===== src/rtl/core_pkg.sv =====
// Shared RISC-X core types. The iterative multiply/divide unit uses these
// for its operation select and its FSM state.
package core_pkg;

  typedef enum logic [2:0] {
    MDU_MUL    = 3'd0,
    MDU_MULH   = 3'd1,
    MDU_MULHSU = 3'd2,
    MDU_MULHU  = 3'd3,
    MDU_DIV    = 3'd4,
    MDU_DIVU   = 3'd5,
    MDU_REM    = 3'd6,
    MDU_REMU   = 3'd7
  } mdu_operation_t;

  typedef enum logic [1:0] {
    IDLE = 2'd0,
    CALC = 2'd1,
    DONE = 2'd2
  } mdu_state_t;

endpackage


===== src/rtl/mdu.sv =====
// Iterative RV32M multiply/divide unit: radix-2 shift-add multiply and restoring
// divide sharing one 2*DWIDTH accumulator and one DWIDTH+1 bit adder/subtractor.
module mdu
  import core_pkg::*;
#(
  parameter int DWIDTH = 32
) (
  input  logic              clk_i,
  input  logic              rst_i,
  input  logic              flush_i,
  input  logic              valid_i,
  output logic              ready_o,
  input  logic [DWIDTH-1:0] op1_i,
  input  logic [DWIDTH-1:0] op2_i,
  input  mdu_operation_t    operation_i,
  output logic              valid_o,
  input  logic              ready_i,
  output logic [DWIDTH-1:0] res_o
);

  localparam int CW = $clog2(DWIDTH);

  mdu_state_t            state_q, state_d;
  logic [CW-1:0]         cnt_q, cnt_d;
  logic [2*DWIDTH-1:0]   acc_q, acc_d;
  logic [DWIDTH-1:0]     divisor_q, divisor_d;
  mdu_operation_t        op_q, op_d;
  logic                  negq_q, negq_d;
  logic                  negr_q, negr_d;
  logic [DWIDTH-1:0]     res_q, res_d;

  mdu_operation_t        op_sel;
  logic                  sgn1, sgn2, is_div_sel, div_zero, div_ovf;
  logic [DWIDTH-1:0]     mag1, mag2, special_res;

  logic                  is_div_q;
  logic [DWIDTH:0]       add_a, add_b, sum;
  logic [2*DWIDTH-1:0]   acc_step, prod;
  logic [DWIDTH-1:0]     quo, rem, final_res;

  assign ready_o = (state_q == IDLE);
  assign valid_o = (state_q == DONE);
  assign res_o   = res_q;

  // Decode the incoming request; unknown encodings fall back to MUL.
  always_comb begin
    op_sel = MDU_MUL;
    case (operation_i)
      MDU_MULH:   op_sel = MDU_MULH;
      MDU_MULHSU: op_sel = MDU_MULHSU;
      MDU_MULHU:  op_sel = MDU_MULHU;
      MDU_DIV:    op_sel = MDU_DIV;
      MDU_DIVU:   op_sel = MDU_DIVU;
      MDU_REM:    op_sel = MDU_REM;
      MDU_REMU:   op_sel = MDU_REMU;
      default:    op_sel = MDU_MUL;
    endcase

    is_div_sel = op_sel inside {MDU_DIV, MDU_DIVU, MDU_REM, MDU_REMU};
    sgn1 = (op_sel inside {MDU_MULH, MDU_MULHSU, MDU_DIV, MDU_REM}) && op1_i[DWIDTH-1];
    sgn2 = (op_sel inside {MDU_MULH, MDU_DIV, MDU_REM}) && op2_i[DWIDTH-1];
    mag1 = sgn1 ? -op1_i : op1_i;
    mag2 = sgn2 ? -op2_i : op2_i;

    div_zero = is_div_sel && (op2_i == '0);
    div_ovf  = (op_sel inside {MDU_DIV, MDU_REM}) &&
               (op1_i == {1'b1, {(DWIDTH-1){1'b0}}}) && (op2_i == '1);

    special_res = '0;
    if (div_zero)
      special_res = (op_sel inside {MDU_DIV, MDU_DIVU}) ? '1 : op1_i;
    else if (div_ovf)
      special_res = (op_sel == MDU_DIV) ? op1_i : '0;
  end

  // One iteration step. For divide the adder sees the shifted partial remainder
  // (one bit wider than DWIDTH) so large divisors never lose the top bit.
  always_comb begin
    is_div_q = op_q inside {MDU_DIV, MDU_DIVU, MDU_REM, MDU_REMU};
    add_a    = is_div_q ? acc_q[2*DWIDTH-1:DWIDTH-1] : {1'b0, acc_q[2*DWIDTH-1:DWIDTH]};
    add_b    = {1'b0, divisor_q} ^ {(DWIDTH+1){is_div_q}};
    sum      = add_a + add_b + {{DWIDTH{1'b0}}, is_div_q};

    if (is_div_q)
      acc_step = sum[DWIDTH] ? {acc_q[2*DWIDTH-2:0], 1'b0}
                             : {sum[DWIDTH-1:0], acc_q[DWIDTH-2:0], 1'b1};
    else
      acc_step = acc_q[0] ? {sum, acc_q[DWIDTH-1:1]}
                          : {1'b0, acc_q[2*DWIDTH-1:1]};

    prod = negq_q ? -acc_step : acc_step;
    quo  = negq_q ? -acc_step[DWIDTH-1:0] : acc_step[DWIDTH-1:0];
    rem  = negr_q ? -acc_step[2*DWIDTH-1:DWIDTH] : acc_step[2*DWIDTH-1:DWIDTH];

    case (op_q)
      MDU_MUL:                       final_res = prod[DWIDTH-1:0];
      MDU_MULH, MDU_MULHSU, MDU_MULHU: final_res = prod[2*DWIDTH-1:DWIDTH];
      MDU_DIV, MDU_DIVU:             final_res = quo;
      default:                       final_res = rem;
    endcase
  end

  // Next-state logic; flush overrides everything except reset.
  always_comb begin
    state_d   = state_q;
    cnt_d     = cnt_q;
    acc_d     = acc_q;
    divisor_d = divisor_q;
    op_d      = op_q;
    negq_d    = negq_q;
    negr_d    = negr_q;
    res_d     = res_q;

    case (state_q)
      IDLE: begin
        if (valid_i) begin
          op_d      = op_sel;
          acc_d     = {{DWIDTH{1'b0}}, mag1};
          divisor_d = mag2;
          negq_d    = sgn1 ^ sgn2;
          negr_d    = sgn1;
          cnt_d     = '0;
          if (div_zero || div_ovf) begin
            res_d   = special_res;
            state_d = DONE;
          end else begin
            state_d = CALC;
          end
        end
      end
      CALC: begin
        acc_d = acc_step;
        cnt_d = cnt_q + 1'b1;
        if (cnt_q == CW'(DWIDTH-1)) begin
          res_d   = final_res;
          state_d = DONE;
        end
      end
      DONE: begin
        if (ready_i) state_d = IDLE;
      end
      default: state_d = IDLE;
    endcase

    if (flush_i) begin
      state_d = IDLE;
      cnt_d   = '0;
      res_d   = '0;
    end
  end

  always_ff @(posedge clk_i) begin
    if (rst_i) begin
      state_q   <= IDLE;
      cnt_q     <= '0;
      acc_q     <= '0;
      divisor_q <= '0;
      op_q      <= MDU_MUL;
      negq_q    <= 1'b0;
      negr_q    <= 1'b0;
      res_q     <= '0;
    end else begin
      state_q   <= state_d;
      cnt_q     <= cnt_d;
      acc_q     <= acc_d;
      divisor_q <= divisor_d;
      op_q      <= op_d;
      negq_q    <= negq_d;
      negr_q    <= negr_d;
      res_q     <= res_d;
    end
  end

endmodule


===== config.mk =====
export PLATFORM = sky130hd
export DESIGN_NAME = mdu
export DESIGN_NICKNAME = d
export VERILOG_FILES = /design/src/rtl/core_pkg.sv /design/src/rtl/mdu.sv
export SDC_FILE = /design/constraint.sdc
export NUM_CORES = 1
export LEC_CHECK = 0
export BUFFER_PORTS_ARGS = -buffer_cell sky130_fd_sc_hd__buf_4
export CAP_MARGIN = 10
export CORE_MARGIN = 5
export CORE_UTILIZATION = 57
export DETAILED_ROUTE_END_ITERATION = 10
export GPL_TIMING_DRIVEN = 0
export PLACE_DENSITY = 0.83
export SYNTH_ARGS = -nofsm -noshare
export SYNTH_HDL_FRONTEND = slang
export SYNTH_SLANG_ARGS = --single-unit

===== constraint.sdc =====
create_clock -name clk_i -period 7.6 [get_ports clk_i]
set_input_delay 0.38 -clock clk_i [delete_from_list [all_inputs] [get_ports clk_i]]
set_output_delay 0.38 -clock clk_i [all_outputs]
set_load 0.02 [all_outputs]

### Word-level counts from Yosys, hierarchy flattened

Index checks and enable logic that the tools add are counted.
Widths: inputs -> output; s select.

* flip-flop bits (word level): 140
* bits of input ports: 72
* output and inout port bits: 34

* reduce and logical (&&, ||, !) cells: 23
* bitwise operators: 2
* equal/unequal tests: 29
* add/subtract/negate cells: 8
* muxes and demuxes: 28

Operators by type and width (number)
* $mux 32: 11
* $mux 64: 5
* $neg 32->32: 4
* $pmux 64 s2: 1
* $pmux 32 s3: 1
* $eq 32x32->1 const B: 2
* $neg 64->64: 1
* $pmux 32 s2: 1
* $eq 3x3->1 const B: 12
* $add 33x1->33: 1
* $add 33x33->33: 1
* $mux 33: 1
* $xor 32x33->33: 1
* $logic_not 32->1: 1
* $pmux 3 s7: 1
* $eq 3x2->1 const B: 5
* $reduce_bool 4->1: 3
* $pmux 5 s2: 1
* $eq 3x1->1 const B: 3
* $mux 2: 4
* $pmux 2 s3: 1
* $reduce_bool 2->1: 3
* $add 5x1->5 const B: 1
* $eq 5x5->1 const B: 1
* 16 further kinds: 24

### Longest topological paths before layout

Gate-level depths: netlist of run 1.

* depth after elaboration: 12
* mapped depth: 34
* mapped depth without buffers: 22

### Least setup slack after synthesis of run 1

No wires, ideal clock.

* path type: register -> register
* start point: register op_q[2]
* end point: register res_q[30] (netlist: res_o[30])
* buffers on the path: 12
* setup slack: -66 ps
* arrival time: 7534 ps
* stages on the path, launching flop included: 33
* cells stage by stage: dfxtp_1 -> buf_1 -> buf_1 -> buf_2 -> buf_2 -> buf_2 -> buf_1 -> buf_2 -> buf_2 -> buf_2 -> buf_1 -> mux2_2 -> ha_1 -> buf_6 -> a21oi_2 -> o21ai_2 -> a211oi_2 -> o21bai_1 -> nor4_2 -> nor2_1 -> clkbuf_1 -> mux2_2 -> inv_1 -> ha_1 -> and2_1 -> nand4_1 -> or3_1 -> o21ai_0 -> xor2_1 -> a221o_1 -> a31o_2 -> o31ai_1 -> o211ai_1

* word-level cells in the longest chain between the ends: 12
* elaborated cells between the ends (all ways): 27
* those cells by class: 5 x add/sub; 7 x eq/ne; 10 x mux; 1 x bitwise; 4 x reduce/logical

Ends and longest elaborated chain
* start, declared: RTL line mdu.sv:27 `mdu_operation_t op_q, op_d;`
* start signal, assigned: RTL line mdu.sv:167 `op_q <= op_d;`
* $eq 3x3->1, on equally long branches: RTL line mdu.sv:79, mdu.sv:95
* $reduce_bool 4->1: RTL line mdu.sv:79 `is_div_q = op_q inside {MDU_DIV, MDU_DIVU, MDU_REM, MDU_REMU};`
* $mux 33 or $xor 32x33->33 (tied branches): RTL line mdu.sv:80, mdu.sv:81
* $add 33x33->33: RTL line mdu.sv:82 `sum = add_a + add_b + {{DWIDTH{1'b0}}, is_div_q};`
* $add 33x1->33: RTL line mdu.sv:82
* $mux 64, on equally long branches: RTL line mdu.sv:85, mdu.sv:88
* $mux 64: RTL line mdu.sv:84 `if (is_div_q)`
* $neg 64->64 (tied with other cells): RTL line mdu.sv:91 `prod = negq_q ? -acc_step : acc_step;`
* $mux 64 (tied with other cells): RTL line mdu.sv:91
* $pmux 32 s3 *: RTL line mdu.sv:95 `case (op_q)`
* $mux 32 *: RTL line mdu.sv:134 `if (cnt_q == CW'(DWIDTH-1)) begin`
* $pmux 32 s2 *: RTL line mdu.sv:114 `case (state_q)`
* end signal, assigned: RTL line mdu.sv:170 `res_q <= res_d;`
* end, declared: RTL line mdu.sv:30 `logic [DWIDTH-1:0] res_q, res_d;`

Every way passes the cells marked *; elsewhere a longest branch is shown, timed or not. The select of a mux whose other input is x is not followed.
A chain may end at the register's enable or synchronous reset.

### Final worst setup path of run 1

Ends and elaborated chain as after synthesis.

==> results of run 1 <==
placed cells by master (no fill, tap or decap), types with 10 or more instances in the layout:
cell / netlist / layout
buf_1: 22 / 14
mux2i_1: 32 / 32
nand2b_1: 16 / 15
nand3_1: 65 / 65
o211ai_1: 31 / 31
mux2_2: 43 / 43
and2_1: 15 / 15
a32o_1: 14 / 14
nand4_1: 27 / 27
and3_1: 17 / 17
nor2_1: 226 / 222
a21o_1: 24 / 24
xor2_1: 88 / 76
nand2_1: 197 / 195
a211oi_1: 53 / 52
nor2b_1: 26 / 25
ha_1: 38 / 36
clkbuf_1: 98 / 93
nor4_1: 18 / 18
inv_1: 34 / 34
clkbuf_16: 0 / 17
xnor2_1: 78 / 78
o31ai_1: 32 / 31
o21a_1: 11 / 11
a221oi_1: 36 / 35
a31oi_1: 48 / 48
or3_1: 24 / 23
dfxtp_1: 140 / 139
buf_2: 17 / 10
or4_1: 13 / 13
a21oi_1: 139 / 134
or2_2: 11 / 11
o221ai_1: 16 / 16
buf_6: 5 / 11
buf_4: 3 / 127
o21ai_0: 147 / 143
nor3_1: 47 / 46
metal layers:
layer  vias to the layer above  track usage [%]
met5                         -                0
met4                         4             19.1
met3                       339             14.9
met2                      1633             64.5
met1                      8333             60.6
li1                       7794                -
cell type report:
type,count,area share [%]
antenna,1,0.0148
buffer,142,4.25
clock buffer,17,2.52
clock inverter,15,1.16
inverter,36,0.799
multi-input combinational,1701,66.8
sequential,140,16.6
tap,330,2.44
timing repair buffer,123,5.46
worst reg2reg max path, delay by kind of cell (launching register included):
family                     cells  cell delay, ps
AOI/OAI and AO/OA              9            2330
xor gates and xnor gates       1             150
adders and majority gates      2             590
buffers and inverters         10            1890
DFF                            1             390
muxes                          2             670
and+or+nand+nor                5            1180
power breakdown:
part	total, mW	internal [mW]	switching [mW]
clock	0.903	0.451	0.452
sequential	0.813	0.769	0.0436
combinational	1.03	0.339	0.696
state kept, by name, summed over array words and instances, names as in the netlist:
register,count
acc_q,64
cnt_q,5
divisor_q,32
negq_q,1
negr_q,1
op_q,3
res_o,32
state_q,2
path summary, 6_finish.rpt:
path,startpoint,endpoint,slack [ps],depth (start not counted)
max,op_q[2]$_SDFFE_PP0P_,res_o[30]$_SDFFE_PP0P_,240,29
min,operation_i[1],op_q[1]$_SDFFE_PP0P_,230,3
max reg2reg,op_q[2]$_SDFFE_PP0P_,res_o[30]$_SDFFE_PP0P_,240,29
min reg2reg,res_o[1]$_SDFFE_PP0P_,res_o[1]$_SDFFE_PP0P_,470,2
cells by family (layout without fill, tap and decap cells):
family                   count (synthesis)  after routing  synth area share, %
AO/OA/AOI/OAI                          674            674                 31.7
XOR/XNOR                               166            166                 10.0
adder cells (fa/ha/maj)                 39             39                 3.41
buffers and inverters                  182            333                 5.19
flip-flops                             140            140                 19.3
multiplexers                            75             75                 5.53
other                                    0              1                    0
AND/OR/NAND/NOR                        747            747                 24.9
Yosys cell counts, types with 24 or more instances:
cell	count	area [um^2]
nor2_1	226	848
nand2_1	197	739
o21ai_0	147	736
dfxtp_1	140	2800
a21oi_1	139	696
clkbuf_1	98	368
xor2_1	88	771
xnor2_1	78	683
nand3_1	65	325
a211oi_1	53	398
a31oi_1	48	300
nor3_1	47	235
mux2_2	43	484
ha_1	38	475
a221oi_1	36	315
inv_1	34	128
mux2i_1	32	320
o31ai_1	32	240
o211ai_1	31	233
nand4_1	27	169
nor2b_1	26	163
a21o_1	24	180
or3_1	24	150
stage by stage:
step / TNS, ps / utilization (%)
2_1_floorplan: 0 / -
3_3_place_gp: -127700 / 62.5
3_5_place_dp: -140160 / 62.5
4_1_cts: 0 / 66.4
5_1_grt: 0 / 67.1
6_report: 0 / 67.1
what timing repair did:
| item | 4_1_cts | 5_1_grt |
|---|---|---|
| hold buffers | 0 | 0 |
| hold endpoints to repair | 0 | 0 |
| pin swaps | 8 | 13 |
| setup endpoints to repair | 65 | 32 |
| gates resized for setup | 67 | 37 |
| buffers inserted | 9 | 9 |
==> metrics.csv, run 1 <==
metric,value,unit
multi_input_area,11300,um^2
holdWs,233,ps
synth_edf_count,0,
startpoint_type,flop,
grtUsageTotal,44.6,%
grt_pass1_vias,16400,
vias,18100,
nets,2272,
dr.pass1.iters,9,
status,finished clean,
clk_pin_slew,80,ps
hold_viol,0,
finalWirelength,67200,um
slowest_delay,490,ps
initial_core_util,57.7,%
endpoint_kind,flop,
clk_path_buf_depth,2,
ant_nets,0,
place_ws,-3570,ps
post-route-period-util,96.9,%
core-area,25200,um^2
die_area,28800,um^2
synth_seq_area_share,19.3,%
drive_gt1_share,14.8,%
path_common_cell,buf_6,
rsz0062_at_grt,false,
route.detailed.drc,0,
dp_hpwl,52600,um
root_buffer,clkbuf_16,
via_per_inst,7.23,
post-route-min-period,7360,ps
grt_max_degree,19,
setup_violations,0,
syn_nets,2134,
cp_top_family,compound AO/OA/AOI/OAI gates,
wl_per_cell,26.8,um
critical-path-slowest-cell,or3_4,
cts_max_level,4,
die_h,170,um
grt_overflow,0,
grt_pass1_wl,99500,um
path_class,reg -> reg,
finalWorstSetupSlack,239,ps
cts_buffers,17,
timing.fmax,136,MHz
leakage,6.30,nW
globalplace.congestion,1.17,
synth_ff_type,dfxtp_1,
wl_met1,25800,um
synth-seq-cells,140,
drt-initial-drc-count,3607,
final_area,16900,um^2
hold_path_class,in -> reg,
die_w,170,um
crit_buf_inv,10,
yosys_warnings,0,
core.rowCount,58,
cp.arrival,7670,ps
cap_violations,0,
clock_sink_count,140,
synth_cell_type_count,98,
syn_area,14500,um^2
grt_antenna_before_repair,2,
power_density,163,nW/um^2
wl_met3,10700,um
ys_async_sr_fraction,0,%
syn-mean-instance-area,7.19,um^2
crit_required,7900,ps
worst_pin_slew,1260,ps
dr.max_layer_used,met5,
io_buffers,105,
regArea,2800,um^2
clock_skew,22.1,ps
n_fill_cell,2135,
wl_met2,27000,um
clkLatencyLatePin,450,ps
postSynthCellCount,2023,
dpl-instance-area,15700,um^2
dp.cells,2458,
final_cells,2505,
finalMaxSlewViolations,0,
io_pins,106,
cts_tree,yes,
slew_headroom,15.4,%
cp_max_fo,28,
areaGrowthSynthToFinish,16.3,%
finalPower,2.75,mW
peakVddDrop,151,uV
(Power assumes the default switching activity.)
==> run 2: changes to the inputs <==
--- a/config.mk
+++ b/config.mk
@@ -8,10 +8,10 @@
 export BUFFER_PORTS_ARGS = -buffer_cell sky130_fd_sc_hd__buf_4
 export CAP_MARGIN = 10
 export CORE_MARGIN = 5
-export CORE_UTILIZATION = 57
+export CORE_UTILIZATION = 35
 export DETAILED_ROUTE_END_ITERATION = 10
 export GPL_TIMING_DRIVEN = 0
-export PLACE_DENSITY = 0.83
+export PLACE_DENSITY = 0.57
 export SYNTH_ARGS = -nofsm -noshare
 export SYNTH_HDL_FRONTEND = slang
 export SYNTH_SLANG_ARGS = --single-unit
==> metrics.csv, run 2 (same netlist as run 1, synthesis figures left out) <==
metric,value,unit,change
cts_tree,yes,,
dp.cells,2660,,+8.2%
cp.arrival,7690,ps,+20 ps
finalMaxSlewViolations,0,,unchanged
mostFrequentLayoutCells,"nor2_1 (221), nand2_1 (195), o21ai_0 (143)",,
drive_gt1_share,14.6,%,-0.24 points
regMostFlops,acc_q,,
post-route-min-period,7360,ps,-2.77 ps
regArea,2800,um^2,unchanged
grt_max_degree,17,,-2
hold_path_class,in -> reg,,
n_fill_cell,4339,,+100%
endpoint_kind,flop,,
holdWs,193,ps,-40.0 ps
cts_max_level,4,,unchanged
worst_pin_slew,1400,ps,+131 ps
status,finished clean,,
vias,17200,,-4.9%
die_w,214,um,+26%
finalWirelength,73300,um,+9.2%
root_buffer,clkbuf_16,,
largest_reg_flops,64,,unchanged
final_common_cell,nor2_1,,
crit_required,7930,ps,+30 ps
globalplace.congestion,1.04,,-11%
clock_skew,18.4,ps,-3.72 ps
clock_sink_count,140,,unchanged
core-area,40900,um^2,+63%
cap_violations,0,,unchanged
timing.fmax,136,MHz,about the same
areaGrowthSynthToFinish,17.9,%,
via_per_inst,6.37,,-12%
cts_buffers,17,,unchanged
leakage,6.30,nW,about the same
die_h,214,um,+26%
peakVddDrop,153,uV,+1.5%
final_util,41.9,%,-25 points
grt_overflow,0,,unchanged
ant_nets,0,,unchanged
critical-path-slowest-cell,or3_4,,
clk_pin_slew,70,ps,about the same
power_density,162,nW/um^2,-0.24%
grt_pass1_wl,107000,um,+7.4%
grtUsageTotal,31.2,%,-13 points
setup_violations,0,,unchanged
crit_buf_inv,12,,+2
antennaDiodeCount,0,,-1
dp_hpwl,59400,um,+13%
dr.pass1.iters,6,,-3
final_cells,2701,,+7.8%
nets,2267,,-0.22%
core.rowCount,74,,+28%
cts_hold_buffers,0,,unchanged
post-route-period-util,96.8,%,about the same
grt_antenna_before_repair,0,,-2
io_pins,106,,unchanged
drt-initial-drc-count,1937,,-46%
rsz0062_at_grt,false,,
route.detailed.drc,0,,unchanged
slew_headroom,6.56,%,-8.8 points
io_buffers,105,,unchanged
path_common_cell,buf_8,,
slowest_delay,500,ps,about the same
die_area,45700,um^2,+59%
hold_viol,0,,unchanged
cp_max_fo,19,,-32%
clkLatencyLatePin,470,ps,+20 ps
cp_top_family,compound AO/OA/AOI/OAI gates,,
initial_core_util,35.5,%,-22 points
grt_pass1_vias,16100,,-1.6%
startpoint_type,flop,,
wl_per_cell,27.2,um,+1.2%
clk_path_buf_depth,2,,unchanged
multi_input_area,11300,um^2,+0.14%
fin_setup_tns,0,ps,unchanged
path_class,reg -> reg,,
-- run 2: timing repair --
action / 4_1_cts / 5_1_grt
endpoints found under the setup margin: 65 / 30
hold endpoints to repair: 0 / 0
pin swaps: 11 / 7
gates resized for setup: 81 / 29
buffers inserted: 8 / 5
-- run 2: where the power goes --
part / total (mW) / switching [mW] / internal [mW]
Clock: 0.921 / 0.396 / 0.525
Combinational: 1.05 / 0.706 / 0.343
Sequential: 0.811 / 0.0416 / 0.769
-- run 2: per-layer routing --
layer | up-vias | global-route usage (%) | share of wire (%)
met3 | 142 | 6.82 | 9.4
met1 | 8342 | 44.5 | 44
met4 | 0 | 9.96 | 3.4
li1 | 7816 | - | -
met2 | 907 | 46.9 | 43
met5 | - | 0 | 0
-- run 2: worst paths after layout --
| kind | startpoint | endpoint | slack [ps] | cells past startpoint |
|---|---|---|---|---|
| worst max register to register | op_q[2]$_SDFFE_PP0P_ | res_o[30]$_SDFFE_PP0P_ | 240 | 31 |
| worst max-delay path | op_q[2]$_SDFFE_PP0P_ | res_o[30]$_SDFFE_PP0P_ | 240 | 31 |
| worst min register to register | res_o[17]$_SDFFE_PP0P_ | res_o[17]$_SDFFE_PP0P_ | 450 | 2 |
| worst min-delay path | operation_i[1] | op_q[1]$_SDFFE_PP0P_ | 190 | 3 |
-- run 2: cell type report --
type,count,share of cell area [%]
buffer,142,4.25
clock inverter,13,1.04
multi-input combinational,1701,66.0
sequential,140,16.4
tap,532,3.88
inverter,36,0.789
clock buffer,19,2.53
timing repair buffer,118,5.17
-- run 2: through the flow --
stage	worst slack (ps)	total power [mW]	cell area (um^2)
after floorplan	90.0	1.43	14500
after global placement	-3710	1.79	16000
after detailed placement	-3850	1.80	16000
after CTS	-6.86	2.73	17000
after global routing	59.9	2.87	17100
final	242	2.78	17100
-- run 2: worst register-to-register path: cells and delay by family (launching register included) --
family,cells,cell delay (ps)
compound gates,8,2200
xor+xnor,1,150
fa+ha+maj,2,470
buf+inv,12,2100
flops,1,360
mux,2,700
simple gates,6,1230
